===== src/rtl/md5_crack_pkg.sv =====
// Shared definitions for the MD5 brute-force search controller.
//   MSG_W   : width of candidate messages and digests
//   STAGES  : number of pipeline stages behind the issue register
//   MD5_*   : MD5 initial chaining values, concatenated as MD5_IV
//   state_e : controller FSM states
package md5_crack_pkg;

  localparam int MSG_W  = 128;
  localparam int STAGES = 1;

  localparam logic [31:0] MD5_A = 32'h67452301;
  localparam logic [31:0] MD5_B = 32'hefcdab89;
  localparam logic [31:0] MD5_C = 32'h98badcfe;
  localparam logic [31:0] MD5_D = 32'h10325476;
  localparam logic [MSG_W-1:0] MD5_IV = {MD5_A, MD5_B, MD5_C, MD5_D};

  typedef enum logic [1:0] {
    IDLE  = 2'd0,
    RUN   = 2'd1,
    DRAIN = 2'd2,
    DONE  = 2'd3
  } state_e;

endpackage


===== src/rtl/md5_crack_cmp.sv =====
// Stage-2 of the search pipeline: captures the candidate and the digest the
// core produced for it, then compares that digest against the target.
//   clk, rst  : clock, async active-low reset
//   cap       : stage 1 holds a fresh candidate this cycle
//   s2_vld    : stage-2 valid bit (owned by the controller's valid pipe)
//   s1_msg    : candidate currently on the core input
//   s1_digest : digest the core returns for s1_msg
//   target    : latched digest to search for
//   s2_msg    : candidate held in stage 2
//   hit       : stage 2 is valid and its digest equals target
module md5_crack_cmp
  import md5_crack_pkg::*;
(
  input  logic             clk,
  input  logic             rst,
  input  logic             cap,
  input  logic             s2_vld,
  input  logic [MSG_W-1:0] s1_msg,
  input  logic [MSG_W-1:0] s1_digest,
  input  logic [MSG_W-1:0] target,
  output logic [MSG_W-1:0] s2_msg,
  output logic             hit
);

  logic [MSG_W-1:0] s2_digest;

  // Only load on a fresh candidate so the wide registers sit still while idle.
  always_ff @(posedge clk or negedge rst) begin
    if (!rst) begin
      s2_msg    <= '0;
      s2_digest <= '0;
    end else if (cap) begin
      s2_msg    <= s1_msg;
      s2_digest <= s1_digest;
    end
  end

  assign hit = s2_vld && (s2_digest == target);

endmodule


===== src/rtl/md5_crack_ctrl.sv =====
// Search controller for an external combinational MD5 core. Issues candidates
// base, base+1, ... (mod 2^128) one per cycle, compares each returned digest
// against target one cycle later, and stops on the first match or after count
// candidates.
//   clk, rst      : clock, async active-low reset
//   start         : launch pulse, honoured in IDLE/DONE only
//   abort         : return to IDLE from anywhere, clears results
//   target/base/count : search parameters, latched on accepted start
//   core_message  : registered candidate to the core
//   core_new      : core_message holds a fresh candidate
//   core_digest   : core's digest of core_message
//   busy/done     : RUN or DRAIN / DONE
//   found, found_value : first matching candidate
//   attempts      : candidates compared so far (saturating)
module md5_crack_ctrl
  import md5_crack_pkg::*;
#(
  parameter int CNT_W = 32
) (
  input  logic             clk,
  input  logic             rst,
  input  logic             start,
  input  logic             abort,
  input  logic [MSG_W-1:0] target,
  input  logic [MSG_W-1:0] base,
  input  logic [CNT_W-1:0] count,
  output logic [MSG_W-1:0] core_message,
  output logic             core_new,
  input  logic [MSG_W-1:0] core_digest,
  output logic             busy,
  output logic             done,
  output logic             found,
  output logic [MSG_W-1:0] found_value,
  output logic [CNT_W-1:0] attempts
);

  state_e           state_q, state_d;
  logic [MSG_W-1:0] target_q, base_q;
  logic [CNT_W-1:0] count_q, issue_cnt;
  // [0] = stage 1 (core_message), [STAGES] = stage 2 (compare register)
  logic [STAGES:0]  vld_pipe;
  logic [MSG_W-1:0] s2_msg;
  logic             hit;
  logic             launch, issue, flush;

  // ---------------------------------------------------------------- FSM
  always_ff @(posedge clk or negedge rst) begin
    if (!rst) state_q <= IDLE;
    else      state_q <= state_d;
  end

  always_comb begin
    state_d = state_q;
    launch  = 1'b0;
    issue   = 1'b0;
    flush   = 1'b0;
    if (abort) begin
      // abort beats both a coincident start and a coincident match
      state_d = IDLE;
      flush   = 1'b1;
    end else begin
      case (state_q)
        IDLE, DONE: begin
          if (start) begin
            launch  = 1'b1;
            state_d = (count != '0) ? RUN : DONE;
          end
        end
        RUN: begin
          if (hit) begin
            state_d = DONE;
            flush   = 1'b1;
          end else if (issue_cnt == count_q) begin
            state_d = DRAIN;
          end else begin
            issue = 1'b1;
          end
        end
        DRAIN: begin
          if (hit) begin
            state_d = DONE;
            flush   = 1'b1;
          end else if (vld_pipe == '0) begin
            state_d = DONE;
          end
        end
        default: state_d = IDLE;
      endcase
    end
  end

  assign busy = (state_q == RUN) || (state_q == DRAIN);
  assign done = (state_q == DONE);

  // ------------------------------------------------ search parameters
  always_ff @(posedge clk or negedge rst) begin
    if (!rst) begin
      target_q  <= '0;
      base_q    <= '0;
      count_q   <= '0;
      issue_cnt <= '0;
    end else if (launch) begin
      target_q  <= target;
      base_q    <= base;
      count_q   <= count;
      issue_cnt <= '0;
    end else if (issue) begin
      issue_cnt <= issue_cnt + CNT_W'(1);
    end
  end

  // ------------------------------------------ stage 1 and valid pipe
  always_ff @(posedge clk or negedge rst) begin
    if (!rst) begin
      core_message <= '0;
      vld_pipe     <= '0;
    end else begin
      // flush kills everything behind the match; issue is already low then
      vld_pipe <= {vld_pipe[STAGES-1:0] & {STAGES{~flush}}, issue};
      if (abort)      core_message <= '0;
      else if (issue) core_message <= base_q + MSG_W'(issue_cnt);
    end
  end

  assign core_new = vld_pipe[0];

  // ---------------------------------------------- stage 2 and compare
  md5_crack_cmp u_cmp (
    .clk       (clk),
    .rst       (rst),
    .cap       (vld_pipe[0]),
    .s2_vld    (vld_pipe[STAGES]),
    .s1_msg    (core_message),
    .s1_digest (core_digest),
    .target    (target_q),
    .s2_msg    (s2_msg),
    .hit       (hit)
  );

  // ---------------------------------------------------------- results
  always_ff @(posedge clk or negedge rst) begin
    if (!rst) begin
      found       <= 1'b0;
      found_value <= '0;
      attempts    <= '0;
    end else if (abort || launch) begin
      found       <= 1'b0;
      found_value <= '0;
      attempts    <= '0;
    end else begin
      // the matching entry itself counts as an attempt
      if (vld_pipe[STAGES] && (attempts != '1)) attempts <= attempts + CNT_W'(1);
      if (hit) begin
        found       <= 1'b1;
        found_value <= s2_msg;
      end
    end
  end

endmodule


===== config.mk =====
export PLATFORM = sky130hd
export DESIGN_NAME = md5_crack_ctrl
export DESIGN_NICKNAME = d
export VERILOG_FILES = /design/src/rtl/md5_crack_pkg.sv /design/src/rtl/md5_crack_cmp.sv /design/src/rtl/md5_crack_ctrl.sv
export SDC_FILE = /design/constraint.sdc
export NUM_CORES = 2
export LEC_CHECK = 0
export ABC_AREA = 1
export ABC_CLOCK_PERIOD_IN_PS = 3830
export CAP_MARGIN = 0
export CORE_MARGIN = 5
export CORE_UTILIZATION = 46
export DETAILED_ROUTE_END_ITERATION = 10
export DONT_BUFFER_PORTS = 1
export MAX_ROUTING_LAYER = met4
export PLACE_DENSITY = 0.66
export SLEW_MARGIN = 20
export SYNTH_ARGS = -nofsm -noshare
export SYNTH_HDL_FRONTEND = slang
export SYNTH_HIERARCHICAL = 1
export SYNTH_SLANG_ARGS = --single-unit

===== constraint.sdc =====
create_clock -name clk -period 3.83 [get_ports clk]
set_clock_uncertainty 0.05 [all_clocks]
set_input_delay 0 -clock clk [delete_from_list [all_inputs] [get_ports clk]]
set_output_delay 0 -clock clk [all_outputs]
set_load 0.01 [all_outputs]

==> impl_results.md, run 1 <==
- Async S/R FF share, synth: 1.00
- Tool Error: [ERROR DRT-0255] Maze Route cannot find path of net core_digest[52] in worker of routeBox ( 289800 0 ) ( 317095 48300 ).
- Synth Flop Type: dfrtp_1
- First-pass GRT wire length: between 200000 and 300000 um
- Vias in the first global route: around 42000
- Status: did not finish
- GRT Total Usage: 0.376
- Clock Path Buffers: 3
- Cell count after synthesis: 5559
- Mapped Nets: between 6000 and 7000
- Sequential area share after synthesis: 0.501
- CTS sink cnt: about 870
- H-tree levels: 3
- Root Buffer: clkbuf_16
- IO Count: 712
- Largest cells by area after synthesis: dfrtp_1, nand2_1, nand3_1
- Placed Area: 44400 um2
- Post-synth EDFFs: 0
- Netlist Area Pre-Place: 43400 um2
- GPL Wtd Cong: a little over 1
- Largest area contributor in the netlist: dfrtp_1
- Congestion Overflow GR: 0
- Synth top area share: 0.501
- Avg Cell Area, Syn: 7.80 um2
- Most frequent cells after synthesis: nand2_1, dfrtp_1, inv_1
- Dpl hpwl: 125000 um
- Unique masters post-synth: 46
- IO Port Bufs: 0
- Largest net degree at the start of global routing: 870
- WEP type: sequential cell input
- Die Height: roughly 320 um
- Register bit total from synthesis: between 800 and 900
- Ys Warns: 6
- Halt Stage: detailed routing
- Cell Rows: roughly 110
- Antenna violations before repair: 47
- Count leader, synth: nand2_1
- Cts bufs inserted: 96
- Initial Util: 0.464
- Die span in x: around 320 um
- Worst Endpoint after GRT Repair: found_value[66]$_DFFE_PN0P_/D
- Post-CTS setup buffer count: 0
[through the flow]
| step | std cells | setup slack, ns | utilization | setup TNS (ns) |
|---|---|---|---|---|
| 2_1_floorplan | 5559 | 1.62 | - | 0 |
| 3_3_place_gp | 6645 | 0.723 | 0.476 | 0 |
| 3_5_place_dp | 6645 | 0.681 | 0.476 | 0 |
| 4_1_cts | 7632 | 0.573 | 0.598 | 0 |
| 5_1_grt | 7702 | -0.0495 | 0.602 | -0.219 |
[layer usage]
layer and GRT usage:
met5 -, met4 0.183, met3 0.132, met2 0.553
met1 0.464
[cells by family after synthesis]
| group | count (synthesis) | synth area share |
|---|---|---|
| and+or+nand+nor | 3174 | 0.300 |
| DFF | 869 | 0.501 |
| buffers and inverters | 785 | 0.0735 |
| AOI/OAI and AO/OA | 437 | 0.0526 |
| muxes | 169 | 0.0439 |
| xor gates and xnor gates | 87 | 0.0176 |
| adders and majority gates | 38 | 0.0111 |
[what timing repair did]
action / in CTS / in global routing
endpoints found under the hold margin: 1532 / 198
resized for setup: 0 / 1
hold buffers: 811 / 5
endpoints found under the setup margin: 0 / 70
==> inputs of run 2 (changes only) <==
--- a/config.mk
+++ b/config.mk
@@ -9,11 +9,10 @@
 export ABC_CLOCK_PERIOD_IN_PS = 3830
 export CAP_MARGIN = 0
 export CORE_MARGIN = 5
-export CORE_UTILIZATION = 46
+export CORE_UTILIZATION = 31
 export DETAILED_ROUTE_END_ITERATION = 10
 export DONT_BUFFER_PORTS = 1
-export MAX_ROUTING_LAYER = met4
-export PLACE_DENSITY = 0.66
+export PLACE_DENSITY_LB_ADDON = 0.15
 export SLEW_MARGIN = 20
 export SYNTH_ARGS = -nofsm -noshare
 export SYNTH_HDL_FRONTEND = slang
==> run 2 against run 1 <==
  * The flow now finishes, with violations (negative hold slack)
  * Synthesized cell count unchanged
  * Area after synthesis unchanged
  * Global-route usage shrank 12 points
==> impl_results.md, run 2 <==
- Status: finished, violations left
- Failing checks: negative hold slack
- Root Buffer: clkbuf_16
- Final nets: approximately 6900
- Worst-path clk slew: 0.06 ns
- Cell Rows: about 140
- Hold Crit Class: in -> async
- TritonCTS clock tree: yes
- Fillers: around 14000
- Dpl hpwl: ~140000 um
- Max_cap viols: 0
- Share of cells above drive strength 1: 0.0630
- Worst hold slack: -0.0509 ns
- Hold Violations, Final: 13
- Most frequent cells after synthesis: nand2_1, dfrtp_1, inv_1
- Pleak: about 0.027 uW
- H-tree levels: 3
- Period minus WS final: 3.22 ns
- Initial drt markers: roughly 3100
- Worst path slowest cell: dlygate4sd3_1
- Total iterations of the first detailed-routing run: 5
- Die span in x: approximately 380 um
- First-pass GRT wire length: about 280000 um
- Ys Warns: 6
- Required time worst endpoint: 4.45 ns
- Fmax: around 310 MHz
- Largest net degree at the start of global routing: 870
- GRT Total Usage: 0.253
- Synth Flop Type: dfrtp_1
- Final wirelength: 191000 um
- Avg Cell Area, Syn: ~7.8 um2
- Post-placement cell count: 7267
- Core area: roughly 140000 um2
- Initial Util: 0.311
- Power, Total: ~38000 uW
- Antenna violations before repair: 9
- Max FO, Critical Path: 99
- Wirelength per Cell: roughly 23 um
- Fin cells: between 8000 and 9000
- PwrDens: about 650 nW/um2
- Critical path buffers and inverters: 4
- Unique masters post-synth: 46
- Largest cells by area after synthesis: dfrtp_1, nand2_1, nand3_1
- GPL Wtd Cong: roughly 0.97
- Cell count after synthesis: around 5600
- Top cell by count, worst path: dlygate4sd3_1
- Post-CTS resize count: 0
- Congestion Overflow GR: 0
- Delay-heaviest family, CP: buffers and inverters
- Max_slew headroom: 0.259
- Largest area contributor in the netlist: dfrtp_1
- Footprint of the multi-input gates: 18500 um2
- Post-route DRC: 0
- Place WS: 0.739 ns
- IO Count: about 700
- Worst stage delay on the critical path: about 0.60 ns
- Total Neg Setup Slack: 0 ns
- Setup crit end kind: flop
- Register bit total from synthesis: between 800 and 900
- RSZ-0062 raised after global routing: no
- Clock Path Buffers: 3
- Register area: roughly 22000 um2
- Post-synth EDFFs: 0
- Count leader, synth: nand2_1
- Critical Path Start Type: flop
- Final Cycle Share: 0.842
- Max-slew violation count: 0
- CTS sink cnt: approximately 870
- IO Port Bufs: 0
- Crit-path cells: inv_1 -> ha_1 -> nand2_4 -> nor2_4 -> buf_12 -> nand2_1 -> dlygate4sd3_1 -> o21ai_0 -> dlygate4sd3_1
- Peak VDD IR: roughly 0.5 mV
- Vias: between 40000 and 50000
- Netlist Area Pre-Place: approximately 43000 um2
- Mapped Nets: ~6000
- Full die area: about 150000 um2
- Final worst slack: roughly 0.6 ns
- Cts bufs inserted: between 100 and 150
- Area grow syn2layout: 34.7%
- Crit path kind: reg -> reg
- Synth top area share: 0.501
- Final setup fails: 0
- DR vias/cell: ~4.9
- Most frequent cells in the layout: nand2_1, dlygate4sd3_1, dfrtp_1, inv_1, nand3_1
- Most common cell after layout, fill and taps aside: nand2_1
- Die Height: 384 um
- Vias in the first global route: a little over 40000
- Async S/R FF share, synth: 1.00
- Sequential area share after synthesis: 0.501
- Worst Tran Pin Value: ~1.1 ns
- Worst-Skew Late Latency: approximately 0.75 ns
- Worst reg2reg setup slack: 0.61 ns
- Worst EP arrival: just under 4 ns
- Post-DRT Antenna Nets: 0
- Layout Utilization: 0.419
[run 2: area by class of cell]
type | count | share of cell area
well taps | 1876 | 0.0402
flip-flops and latches | 869 | 0.372
clock buffers | 150 | 0.0513
clock inverters | 39 | 0.0107
multi-input cells | 3905 | 0.316
diodes | 13 | 0.000557
inverters | 579 | 0.0374
repair buffers | 977 | 0.171
[run 2: layer usage]
layer | GRT usage | vias to the layer above | wire length, um
met5 | 0 | - | 0
met4 | 0.0815 | 0 | 6860
met3 | 0.0469 | 276 | 12700
met2 | 0.417 | 1244 | 88900
met1 | 0.337 | 19988 | 83000
li1 | - | 19445 | -
[run 2: power by group]
part	internal (uW)	switching, uW	leakage (uW)	total (uW)
clock	6270	4350	0.00176	10600
combinational	5150	6380	0.0139	11500
sequential	12300	3670	0.0114	16000
total	23700	14400	0.0270	38100
[run 2: repair_timing]
action | in CTS | in global routing
hold buffers | 931 | 2
buffers inserted | 0 | 0
endpoints found under the hold margin | 1588 | 207
[run 2: per-stage QoR]
stage,instance area [um2],hold slack [ns]
CTS,58200,-1.15
global placement,45300,-0.307
detailed placement,45300,-0.305
floorplan,43400,-0.346
global route,58400,0.0393
finish,58400,-0.0509
[run 2: worst paths after layout]
path | from | end | depth (start not counted)
max | state_q[0] | base_q[105] | 9
min | rst | target_q[27] | 2
max reg2reg | state_q[0] | base_q[105] | 9
min reg2reg | target_q[87] | target_q[87] | 2
max in group asynchronous | rst | u_cmp/s2_msg[100] | 5
min in group clk | base[127] | base_q[127] | 3
[run 2: logic make-up after synthesis]
logic type,count (synthesis),synth area share
adders and majority gates,38,0.0111
buffers and inverters,785,0.0735
and+or+nand+nor,3174,0.300
DFF,869,0.501
AOI/OAI and AO/OA,437,0.0526
xor gates and xnor gates,87,0.0176
muxes,169,0.0439
No activity file was read; power rests on OpenSTA's default activity.
